**config.mk**
```make
export PLATFORM = sky130hd
export DESIGN_NAME = clkgen_cfg_sequencer
export DESIGN_NICKNAME = d
export VERILOG_FILES = /design/src/rtl/clkgen_cfg_sequencer_pkg.sv /design/src/rtl/clkgen_cfg_sequencer_pattern_check.sv /design/src/rtl/clkgen_cfg_sequencer.sv
export SDC_FILE = /design/constraint.sdc
export NUM_CORES = 1
export LEC_CHECK = 0
export CAP_MARGIN = 15
export CORE_MARGIN = 5
export CORE_UTILIZATION = 55
export DETAILED_ROUTE_END_ITERATION = 10
export GPL_TIMING_DRIVEN = 0
export HOLD_SLACK_MARGIN = 0.05
export PLACE_DENSITY = 0.84
export SYNTH_ARGS = -nofsm -noshare
export SYNTH_HDL_FRONTEND = slang
export SYNTH_SLANG_ARGS = --single-unit
export TNS_END_PERCENT = 10
```
**constraint.sdc**
```tcl
create_clock -name CLK_IN -period 4.7 [get_ports CLK_IN]
set_clock_uncertainty 0.1 [all_clocks]
set_input_delay 0.94 -clock CLK_IN [delete_from_list [all_inputs] [get_ports CLK_IN]]
set_output_delay 0.94 -clock CLK_IN [all_outputs]
set_load 0.005 [all_outputs]
```
**src/rtl/clkgen_cfg_sequencer_pkg.sv**
```systemverilog
// rtl/clkgen_cfg_sequencer_pkg.sv - shared types, ring constants and pattern check for the clock-generator config sequencer
package clkgen_cfg_sequencer_pkg;

    typedef enum logic [2:0] {
        ST_STARTUP,
        ST_IDLE,
        ST_CHECK,
        ST_WAIT_WRAP,
        ST_LOAD,
        ST_SETTLE
    } state_t;

    localparam int RING_LEN   = 32;
    localparam int TAP_OFFSET = 16;

    // The two output taps sit TAP_OFFSET apart on the ring; any shared bit means overlapping outputs.
    function automatic logic pattern_ok(input logic [RING_LEN-1:0] p);
        logic [RING_LEN-1:0] rot;
        rot = (p >> TAP_OFFSET) | (p << (RING_LEN - TAP_OFFSET));
        return (p != '0) && ((p & rot) == '0);
    endfunction

endpackage

```
**src/rtl/clkgen_cfg_sequencer_pattern_check.sv**
```systemverilog
// rtl/clkgen_cfg_sequencer_pattern_check.sv - combinational validity check of a staged ring pattern
module clkgen_pattern_check
    import clkgen_cfg_sequencer_pkg::*;
(
    input  logic [RING_LEN-1:0] pattern,
    output logic                valid
);

    assign valid = pattern_ok(pattern);

endmodule

```
**src/rtl/clkgen_cfg_sequencer.sv**
```systemverilog
// rtl/clkgen_cfg_sequencer.sv - sequences ring-pattern/phase reconfiguration of the clock generator onto ring boundaries
module clkgen_cfg_sequencer
    import clkgen_cfg_sequencer_pkg::*;
#(
    parameter int          STARTUP_CYCLES  = 1000,
    parameter logic [31:0] DEFAULT_PATTERN = 32'h00007FFE,
    parameter logic [4:0]  DEFAULT_PHASE   = 5'd16,
    parameter int          SETTLE_CYCLES   = 32
) (
    input  logic        CLK_IN,
    input  logic        RESET_N,
    input  logic        CFG_VALID,
    output logic        CFG_READY,
    input  logic [31:0] CFG_PATTERN,
    input  logic [4:0]  CFG_PHASE,
    output logic [31:0] SET,
    output logic [4:0]  PHASE_SEL,
    output logic        SR_LOAD,
    output logic        LOCKED,
    output logic        CFG_ERR
);

    localparam logic [31:0] STARTUP_LAST = 32'(STARTUP_CYCLES - 1);
    localparam logic [31:0] SETTLE_LAST  = 32'(SETTLE_CYCLES - 1);
    localparam logic [4:0]  POS_LAST     = 5'(RING_LEN - 1);

    state_t      state;
    logic [31:0] cnt;
    logic [4:0]  pos;
    logic [31:0] staged_pattern;
    logic [4:0]  staged_phase;
    logic        pattern_valid;

    clkgen_pattern_check u_check (
        .pattern (staged_pattern),
        .valid   (pattern_valid)
    );

    always_ff @(posedge CLK_IN or negedge RESET_N) begin
        if (!RESET_N) begin
            state          <= ST_STARTUP;
            cnt            <= '0;
            pos            <= '0;
            staged_pattern <= '0;
            staged_phase   <= '0;
            SR_LOAD        <= 1'b1;
            SET            <= DEFAULT_PATTERN;
            PHASE_SEL      <= DEFAULT_PHASE;
            CFG_READY      <= 1'b0;
            LOCKED         <= 1'b0;
            CFG_ERR        <= 1'b0;
        end else begin
            CFG_ERR <= 1'b0;
            // Ring position restarts from 0 whenever the generator is being loaded.
            pos     <= SR_LOAD ? 5'd0 : pos + 5'd1;

            case (state)
                ST_STARTUP: begin
                    if (cnt == STARTUP_LAST) begin
                        state     <= ST_IDLE;
                        cnt       <= '0;
                        SR_LOAD   <= 1'b0;
                        CFG_READY <= 1'b1;
                        LOCKED    <= 1'b1;
                    end else begin
                        cnt <= cnt + 32'd1;
                    end
                end
                ST_IDLE: begin
                    if (CFG_VALID && CFG_READY) begin
                        staged_pattern <= CFG_PATTERN;
                        staged_phase   <= CFG_PHASE;
                        CFG_READY      <= 1'b0;
                        state          <= ST_CHECK;
                    end
                end
                ST_CHECK: begin
                    if (pattern_valid) begin
                        state  <= ST_WAIT_WRAP;
                        LOCKED <= 1'b0;
                    end else begin
                        state     <= ST_IDLE;
                        CFG_ERR   <= 1'b1;
                        CFG_READY <= 1'b1;
                    end
                end
                ST_WAIT_WRAP: begin
                    if (pos == POS_LAST) begin
                        state     <= ST_LOAD;
                        SR_LOAD   <= 1'b1;
                        SET       <= staged_pattern;
                        PHASE_SEL <= staged_phase;
                    end
                end
                ST_LOAD: begin
                    state   <= ST_SETTLE;
                    SR_LOAD <= 1'b0;
                    cnt     <= '0;
                end
                ST_SETTLE: begin
                    if (cnt == SETTLE_LAST) begin
                        state     <= ST_IDLE;
                        cnt       <= '0;
                        CFG_READY <= 1'b1;
                        LOCKED    <= 1'b1;
                    end else begin
                        cnt <= cnt + 32'd1;
                    end
                end
                default: begin
                    state   <= ST_STARTUP;
                    cnt     <= '0;
                    SR_LOAD <= 1'b1;
                end
            endcase
        end
    end

endmodule

```
==> impl_results.md, run 1 <==
* Run status: complete, no violations
* Initial Utilization at 56.21%
* Unrepaired setup endpoints after global routing: false
* H-tree depth at 4
* Share of the synthesized area in the top cell type at a little under half
* Fmax at about 370 MHz
* CTS tree: yes
* Net Sw Frac at about a fifth
* Post-route antenna net violation count at 0
* Peak VDD IR at 0.2830 mV
* Max Fanout on Critical Path at 8
* Crit path time final at between 2 and 3 ns
* Layout cells sized above 1 at 25.96%
* FFs w/ async S/R, synth at 100.0%
* Netlist cell types at 58
* Average wire per standard cell at roughly 19 um
* Via density per instance at 5.884
* CTS buffer count at 17
* Post-Route M1 WL at 5641 um
* Startpoint types: flop
* Critical Path RT at about 3.7 ns
* Detailed Route WL at ~13000 um
* Placed Area at between 6000 and 7000 um2
* Relative slew slack at a little under three fifths
* Clock sinks at between 100 and 150
* Post-CTS Setup Bufs at 0
* Period utilisation layout at between 50% and 60%
* Total GRT Usage at 23.70%
* P_int at 0.001915 W
* WL met2 at 6533 um
* Largest net degree at the start of global routing at 75
* Total gr overflow at 0
* Clk pin slew, worst setup/hold paths at 0.06 ns
* Clock power frac at a little under three fifths
* Sw power at just under 0.0005 W
* Initial antenna violation count at 0
* Port buffer count at 80
* Clock tree buffer depth at 2
* Post-CTS Hold Buffers at 0
* CP arrival at between 1.5 and 2 ns
* Max-slew violations at 0
* Synth area leaders: dfrtp_1 47%, mux2_2 15%, dfstp_2 7.7%, xnor2_1 2.9%, nor4_1 2.4%
* Syn. warnings at 0
* Register area share after synthesis at around 54%
* Fin area at 7078 um2
* Core area at 9729 um2
* Post-CTS Resized at 0
* Met3 WL post-DR at 1007 um
* Worst-margin pin slew at 0.6398 ns
* Sequential share of power at 42.4%
* Num rows at 36
* Vias at approximately 4200
* Synth Register Bits at around 120
* Residual DRC at 0
* Number of I/O pins at 81
* CP max-delay cell: dfstp_2
* Top Family by Delay on Critical Path: flip-flops
* Clk Latency, worst-skew pair at 0.53 ns
* DR pass1 iterations at 4
* Hold Path Class: input pin to async pin
* Final setup viols at 0
* Synth Instances at 461
* Die Y at ~110 um
* Final nets at roughly 600
* Static Leak at around 3.2 nW
* Root Buffer: clkbuf_8
* Post-DP HPWL at ~9200 um
* Power Dens Cells at approximately 340 nW/um2
* Combinational power share at 2.3%
* Vias in the first global route at 4284
* Count leader, synth: dfrtp_1
* Critical Path Max Stage Delay at ~0.61 ns
* Setup TNS at 0 ns
* Hold slack at about 0.32 ns
* DR top layer: met4
* GPL Wtd Cong at 0.8510
* Critical path class: flop to output pin
* DRT iter0 DRCs at roughly 240
* Worst path cell trace: clkdlybuf4s50_1
* Commonest cells post-synth: 102 x dfrtp_1, 74 x mux2_2, 33 x nor2_1
* Die area at between 10000 and 15000 um2
* EDFF count, synth at 0
* Hold Vio Cnt, Final at 0
* Final core area utilization at 72.75%
* Buf/Inv on CP at 1
* Dominant synthesized flop cell: dfrtp_1
* Overall power at 0.002401 W
* Global-route wire length before repair at 21720 um
* Syn avg cell area at about 12 um2
* Largest area contributor in the synthesized netlist: dfrtp_1
* CP endpoint kind: output pin
* Mapped Nets at around 500
* Max_cap viols at 0
* Die W at 109.7 um
* Diodes inserted at 0
* Synthesized area at ~5500 um2
* P&R area growth vs syn at 29.42%
==> routing by layer <==
| layer | global-route usage (%) | vias up |
|---|---|---|
| met5 | 0 | - |
| met4 | 8.549 | 0 |
| met3 | 7.692 | 19 |
| met2 | 37.53 | 141 |
| met1 | 30.63 | 2092 |
| li1 | - | 1908 |
==> worst paths after layout <==
| path | from | end | slack, ns | cells after the start |
|---|---|---|---|---|
| max in group asynchronous | RESET_N | SET[9] | 3.38 | 2 |
| min in group CLK_IN | pos[0] | pos[0] | 0.36 | 1 |
| setup reg to reg | pos[0] | SET[17] | 2.11 | 7 |
| hold reg to reg | pos[0] | pos[0] | 0.36 | 1 |
| hold / removal | RESET_N | cnt[9] | 0.32 | 1 |
| setup / recovery | SR_LOAD | SR_LOAD | 2.01 | 1 |
==> cells by family (layout without fill, tap and decap cells) <==
| logic type | after synthesis | after routing | share of synthesized area [%] |
|---|---|---|---|
| simple gates | 157 | 157 | 15.76 |
| fa+ha+maj | 3 | 3 | 0.6864 |
| mux | 75 | 75 | 15.42 |
| xor+xnor | 22 | 22 | 3.523 |
| buf+inv | 30 | 143 | 2.700 |
| flops | 118 | 118 | 54.36 |
| compound gates | 56 | 56 | 7.550 |
==> flip-flops by register name, summed over array words and instances, names as in the netlist <==
name / cells
CFG_ERR: 1
cnt: 32
PHASE_SEL: 5
pos: 5
SET: 32
staged_pattern: 32
CFG_READY: 1
staged_phase: 5
SR_LOAD: 1
state: 3
LOCKED: 1
==> cell type report <==
class,count,area (um2)
buffer,23,121.4
clock buffer,22,473.0
clock inverter,10,143.9
fill,668,2651
inverter,7,26.28
multi-input combinational,313,2349
sequential,118,2973
tap,133,166.4
timing repair buffer,81,825.8
==> per-stage QoR <==
step,cells,setup slack [ns]
2_1_floorplan,461,2.497
3_3_place_gp,674,-1.740
3_5_place_dp,675,1.541
4_1_cts,707,1.990
5_1_grt,707,1.967
6_report,707,2.008
==> power groups by stage <==
stage	Sequential, W	Combinational [W]	Clock [W]
after floorplan	0.00103	0.000000554	0
after global placement	0.00103	0.0000526	0
after detailed placement	0.00103	0.0000563	0
after CTS	0.00102	0.0000568	0.00135
after global routing	0.00102	0.0000608	0.00140
final	0.00102	0.0000549	0.00133
==> cell usage in the layout (no fill, tap or decap), types with 3 or more instances in the layout <==
master	Yosys	final
dfrtp_1	102	102
clkdlybuf4s50_1	0	79
mux2_2	74	74
nor2_1	33	33
nand2_1	29	29
nor4_1	21	21
xnor2_1	18	18
dfstp_2	16	16
clkbuf_16	0	16
nand3_1	15	15
buf_2	12	12
nand4_1	12	12
nor3_1	12	12
o21ai_0	9	9
inv_1	7	7
o22ai_1	7	7
and4_1	6	6
clkbuf_1	5	6
and3_1	5	5
nor2b_1	5	5
a22oi_1	5	5
clkbuf_8	0	5
xor2_1	4	4
a22o_1	4	4
a21oi_1	4	4
nor4_2	3	3
and2_1	3	3
nor4b_1	3	3
o211ai_1	3	3
o31a_1	3	3
ha_1	3	3
bufinv_16	0	3
clkinvlp_4	0	3
Power figures use the tool's default switching activity.
==> run 2: changes to the inputs <==
--- a/config.mk
+++ b/config.mk
@@ -7,11 +7,11 @@
 export LEC_CHECK = 0
 export CAP_MARGIN = 15
 export CORE_MARGIN = 5
-export CORE_UTILIZATION = 55
+export CORE_UTILIZATION = 54
 export DETAILED_ROUTE_END_ITERATION = 10
 export GPL_TIMING_DRIVEN = 0
 export HOLD_SLACK_MARGIN = 0.05
-export PLACE_DENSITY = 0.84
+export PLACE_DENSITY = 0.83
 export SYNTH_ARGS = -nofsm -noshare
 export SYNTH_HDL_FRONTEND = slang
 export SYNTH_SLANG_ARGS = --single-unit
==> constraint.sdc (replaced) <==
create_clock -name CLK_IN -period 2.6 [get_ports CLK_IN]
set_clock_uncertainty 0.1 [all_clocks]
set_input_delay 0.52 -clock CLK_IN [delete_from_list [all_inputs] [get_ports CLK_IN]]
set_output_delay 0.52 -clock CLK_IN [all_outputs]
set_load 0.005 [all_outputs]
==> impl_results.md, run 2 (synthesis results as in run 1) <==
* DR pass1 iterations at 5
* Commonest non-fill, non-tap cells in the layout: 102 x dfrtp_1, 79 x clkdlybuf4s50_1, 74 x mux2_2
* Peak VDD IR at between 0.5 and 0.6 mV
* Critical path class: flop to flop
* Hold Vio Cnt, Final at 0
* Power Dens Cells at between 600 and 700 nW/um2
* Final worst slack at 0.1849 ns
* P&R area growth vs syn at 29.49%
* Final setup viols at 0
* CP endpoint kind: flop
* Top Family by Delay on Critical Path: buffers and inverters
* Root Buffer: clkbuf_8
* Commonest non-fill, non-tap cell in the layout: dfrtp_1
* CP arrival at approximately 2.7 ns
* Core area at between 9000 and 10000 um2
* Worst path cell trace: clkbuf_1, nor3_1, buf_2, buf_2, mux2_2
* Number of I/O pins at 81
* Largest net degree at the start of global routing at 67
* Hold Path Class: flop to flop
* Post-CTS Setup Bufs at 0
* Vias at a little over 4000
* Diodes inserted at 0
* Critical Path Max Stage Delay at between 0.5 and 0.6 ns
* Die area at roughly 12000 um2
* Via density per instance at 5.869
* Worst-margin pin slew at approximately 0.67 ns
* Total gr overflow at 0
* Dpl cells at slightly below 700
* Overall power at approximately 0.0043 W
* Unrepaired setup endpoints after global routing: false
* Post-route antenna net violation count at 0
* Post-DP HPWL at roughly 9600 um
* Final core area utilization at between 70% and 80%
* Clock tree buffer depth at 2
* Global-route wire length before repair at around 23000 um
* Run status: complete, no violations
* Total GRT Usage at 23.12%
* Clock sinks at between 100 and 150
* Biggest regs: SET x32, cnt x32, staged_pattern x32
* Placed Area at ~6500 um2
* CTS tree: yes
* Cell Count, Final, Fillers Out at 708
* Clk Latency, worst-skew pair at between 0.5 and 0.6 ns
* Critical Path RT at 2.90 ns
* CP max-delay cell: nor3_1
* DRT iter0 DRCs at roughly 270
* Residual DRC at 0
* Initial Utilization at between 50 and 60%
* GPL Wtd Cong at approximately 0.87
* Period utilisation layout at 92.89%
* Pre-CTS WS at -0.1191 ns
* Num rows at 36
* Detailed Route WL at between 10000 and 15000 um
* Vias in the first global route at 4505
* Fmax at between 400 and 500 MHz
* Layout cells sized above 1 at between 20% and 30%
* Max_cap viols at 0
* Final nets at 605
* Critical Path Most Common Cell: buf_2
* Fin area at 7082 um2
* Initial antenna violation count at 0
* Die Y at approximately 110 um
* Max-slew violations at 0
* Buf/Inv on CP at 3
* Crit path time final at roughly 2.4 ns
* Max Fanout on Critical Path at 10
* Port buffer count at 80
* Relative slew slack at ~55%
* H-tree depth at 4
* Clk pin slew, worst setup/hold paths at 0.06 ns
* Startpoint types: flop
* Average wire per standard cell at 19.29 um
* CTS buffer count at 17
* Static Leak at 3.219 nW
* Die W at ~110 um
[run 2: worst paths after layout]
path | cells after the start | end | slack, ns | start
worst min register to register | 1 | pos[0] | 0.38 | pos[0]
worst min-delay path | 1 | pos[0] | 0.38 | pos[0]
min in group asynchronous | 2 | cnt[8] | 0.48 | RESET_N
max in group asynchronous | 3 | SET[6] | 1.13 | RESET_N
worst max register to register | 5 | staged_pattern[27] | 0.18 | state[2]
worst max-delay path | 5 | staged_pattern[27] | 0.18 | state[2]
[run 2: final cells by class]
type / instances / area (um2)
Sequential cell: 118 / 2973
Fill cell: 718 / 2738
Multi-Input combinational cell: 313 / 2354
Timing Repair Buffer: 82 / 835.8
Clock buffer: 18 / 427.9
Clock inverter: 14 / 175.2
Tap cell: 133 / 166.4
Buffer: 23 / 123.9
Inverter: 7 / 26.28
[run 2: report_power, final]
group	internal, W	switching (W)
clock network	0.00149	0.000859
logic	0.0000565	0.0000450
registers	0.00184	0
total	0.00339	0.000904
[run 2: routing by layer]
| metal | global-route usage (%) | vias to the layer above | part of all wire (%) |
|---|---|---|---|
| li1 | - | 1909 | - |
| met1 | 28.06 | 2077 | 41 |
| met2 | 37.62 | 147 | 50 |
| met3 | 8.315 | 22 | 7.4 |
| met4 | 9.195 | 0 | 1.5 |
| met5 | 0 | - | 0 |
[run 2: metrics by stage]
stage                     setup TNS, ns  hold WS [ns]
after global placement          -381.59        0.3423
final                                 0        0.3761
after global routing                  0        0.4010
after floorplan                       0        0.1244
after detailed placement        -0.9035        0.3630
after CTS                             0        0.3715
[run 2: timing repair]
| item | in CTS | in global routing |
|---|---|---|
| hold buffers | 1 | 0 |
| resized for setup | 1 | 2 |
| endpoints found under the hold margin | 47 | 0 |
| setup endpoints to repair | 6 | 11 |
==> run 3: changes to the inputs <==
--- a/config.mk
+++ b/config.mk
@@ -7,11 +7,11 @@
 export LEC_CHECK = 0
 export CAP_MARGIN = 15
 export CORE_MARGIN = 5
-export CORE_UTILIZATION = 54
+export CORE_UTILIZATION = 50
 export DETAILED_ROUTE_END_ITERATION = 10
 export GPL_TIMING_DRIVEN = 0
 export HOLD_SLACK_MARGIN = 0.05
-export PLACE_DENSITY = 0.83
+export PLACE_DENSITY = 0.78
 export SYNTH_ARGS = -nofsm -noshare
 export SYNTH_HDL_FRONTEND = slang
 export SYNTH_SLANG_ARGS = --single-unit
==> impl_results.md, run 3 (synthesis results as in run 1) <==
* Largest net degree at the start of global routing at 78
* Die Y at 114.6 um
* Sw power at about 0.0009 W
* Initial Utilization at around half
* Average wire per standard cell at between 15 and 20 um
* Sequential share of power at about 45%
* Initial antenna violation count at 0
* Overall power at roughly 0.0041 W
* Hold slack at ~0.36 ns
* Fmax at 407.4 MHz
* Hold path start: pos[0]
* Run status: complete, no violations
* Unrepaired setup endpoints after global routing: false
* Pre-CTS WS at -0.2293 ns
* Critical path class: flop to flop
* P_int at between 0.003 and 0.004 W
* Layout cells sized above 1 at a little over a quarter
* Hold Vio Cnt, Final at 0
* Static Leak at around 3.2 nW
* Total GRT Usage at a little over a fifth
* Residual DRC at 0
* Worst reg-to-reg setup slack at between 0.1 and 0.15 ns
* Critical Path RT at between 2 and 3 ns
* Max Fanout on Critical Path at 10
* Total gr overflow at 0
* Commonest non-fill, non-tap cells in the layout: 102 x dfrtp_1, 79 x clkdlybuf4s50_1, 74 x mux2_2
* GPL Wtd Cong at 0.9016
* P&R area growth vs syn at 28.57%
* CP arrival at approximately 2.8 ns
* Clock power frac at a little over half
* DR pass1 iterations at 5
* R2R Path Start: state[2]
* Clock sinks at about 120
* Net Sw Frac at a little under a quarter
* Diodes inserted at 0
* H-tree depth at 4
* Commonest non-fill, non-tap cell in the layout: dfrtp_1
* Critical Path Max Stage Delay at roughly 0.58 ns
* Root Buffer: clkbuf_8
* CTS tree: yes
* Final nets at about 610
* Number of I/O pins at a little over 80
* Die W at about 110 um
* Peak VDD IR at between 0.6 and 0.7 mV
* CTS buffer count at 17
* Vias at 4108
* Power Dens Cells at between 500 and 600 nW/um2
* DRT iter0 DRCs at ~330
* Period utilisation layout at between 90% and 100%
* Worst-margin pin slew at about 0.62 ns
* Via density per instance at about 5.7
* Num rows at 38
* Final worst slack at 0.1456 ns
* Vias in the first global route at about 4400
* Clock tree buffer depth at 2
* CP max-delay cell: nor3_1
* Startpoint types: flop
* Combinational power share at under 10%
* Die area at between 10000 and 15000 um2
* Detailed Route WL at approximately 13000 um
* Critical Path Most Common Cell: buf_2
* Max_cap viols at 0
* Hold Path Class: flop to flop
* Clk Latency, worst-skew pair at approximately 0.53 ns
* Max-slew violations at 0
* Global-route wire length before repair at ~22000 um
* Crit path time final at roughly 2.5 ns
* Worst path cell trace: clkbuf_1, nor3_1, buf_2, buf_2, mux2_2
* Core area at approximately 11000 um2
* Port buffer count at 80
* Final setup viols at 0
* CP endpoint kind: flop
* Biggest regs: SET x32, cnt x32, staged_pattern x32
* Post-DP HPWL at 9444 um
* Clk pin slew, worst setup/hold paths at about 0.060 ns
* Relative slew slack at between 50% and 60%
* FF-to-FF End: staged_pattern[27]
* Post-route antenna net violation count at 0
* Hold endpoint: pos[0]
* Worst R2R Path Depth at 5
* Setup TNS at 0 ns
* Hold path cells at 1
-- run 3: changes by cell type in the layout (fill, tap and decap cells not counted), sizes merged --
cell      previous run  this run
clkinv               7         6
inv                  9        10
clkinvlp             2         3
clkbuf              25        27
buf                 18        17
bufinv               3         1
-- run 3: area by class of cell --
type / count / area (um2)
Timing Repair Buffer: 82 / 839.6
Multi-Input combinational cell: 313 / 2349
Sequential cell: 118 / 2973
Fill cell: 810 / 3761
Clock inverter: 13 / 123.9
Tap cell: 140 / 175.2
Clock buffer: 19 / 421.7
Buffer: 23 / 123.9
Inverter: 7 / 26.28
-- run 3: worst max-delay path: cells and delay by family, from the launching register on --
family                 cells  cell delay (ns)
flip-flops                 1             0.39
AND/OR/NAND/NOR            1             0.58
buffers and inverters      3             0.90
multiplexers               1             0.37
-- run 3: metal layers --
metal	wire length, um	up-vias	part of all wire [%]	track usage, %
met5	0	-	0	0
met2	6472	141	49	33.53
met1	5467	2038	41	26.70
li1	-	1894	-	-
met4	431	0	3.2	10.69
met3	971	35	7.3	8.932
-- run 3: metrics by stage --
stage | util (%) | cell area [um2] | std cells
after global routing | 65.15 | 7032 | 715
after CTS | 65.13 | 7029 | 715
after detailed placement | 59.98 | 6474 | 682
after global placement | 59.71 | 6445 | 681
final | 65.15 | 7032 | 715
after floorplan | - | 5469 | 461
-- run 3: how the worst max path moves through the flow --
stage	start	end	slack, ns	depth (start not counted)
after floorplan	pos[0]	SET[15]	0.40	7
after global placement	RESET_N	staged_pattern[2]	-3.45	1
after detailed placement	CFG_VALID	staged_pattern[24]	-0.23	6
after CTS	pos[0]	SET[17]	0.0004	7
after global routing	cnt[0]	cnt[30]	0.03	7
final	state[2]	staged_pattern[27]	0.15	5
-- run 3: power groups by stage --
stage	clock network, W	registers [W]	logic, W
after global placement	0	0.00187	0.0000955
after CTS	0.00219	0.00184	0.000106
after detailed placement	0	0.00187	0.000103
after global routing	0.00227	0.00184	0.000112
final	0.00215	0.00184	0.000102
after floorplan	0	0.00187	0.00000100
-- run 3: timing repair --
| action | CTS | global route |
|---|---|---|
| endpoints found under the hold margin | 36 | 0 |
| setup buffers | 0 | 0 |
| hold buffers | 1 | 0 |
| resized for setup | 0 | 2 |
| setup endpoints to repair | 0 | 19 |
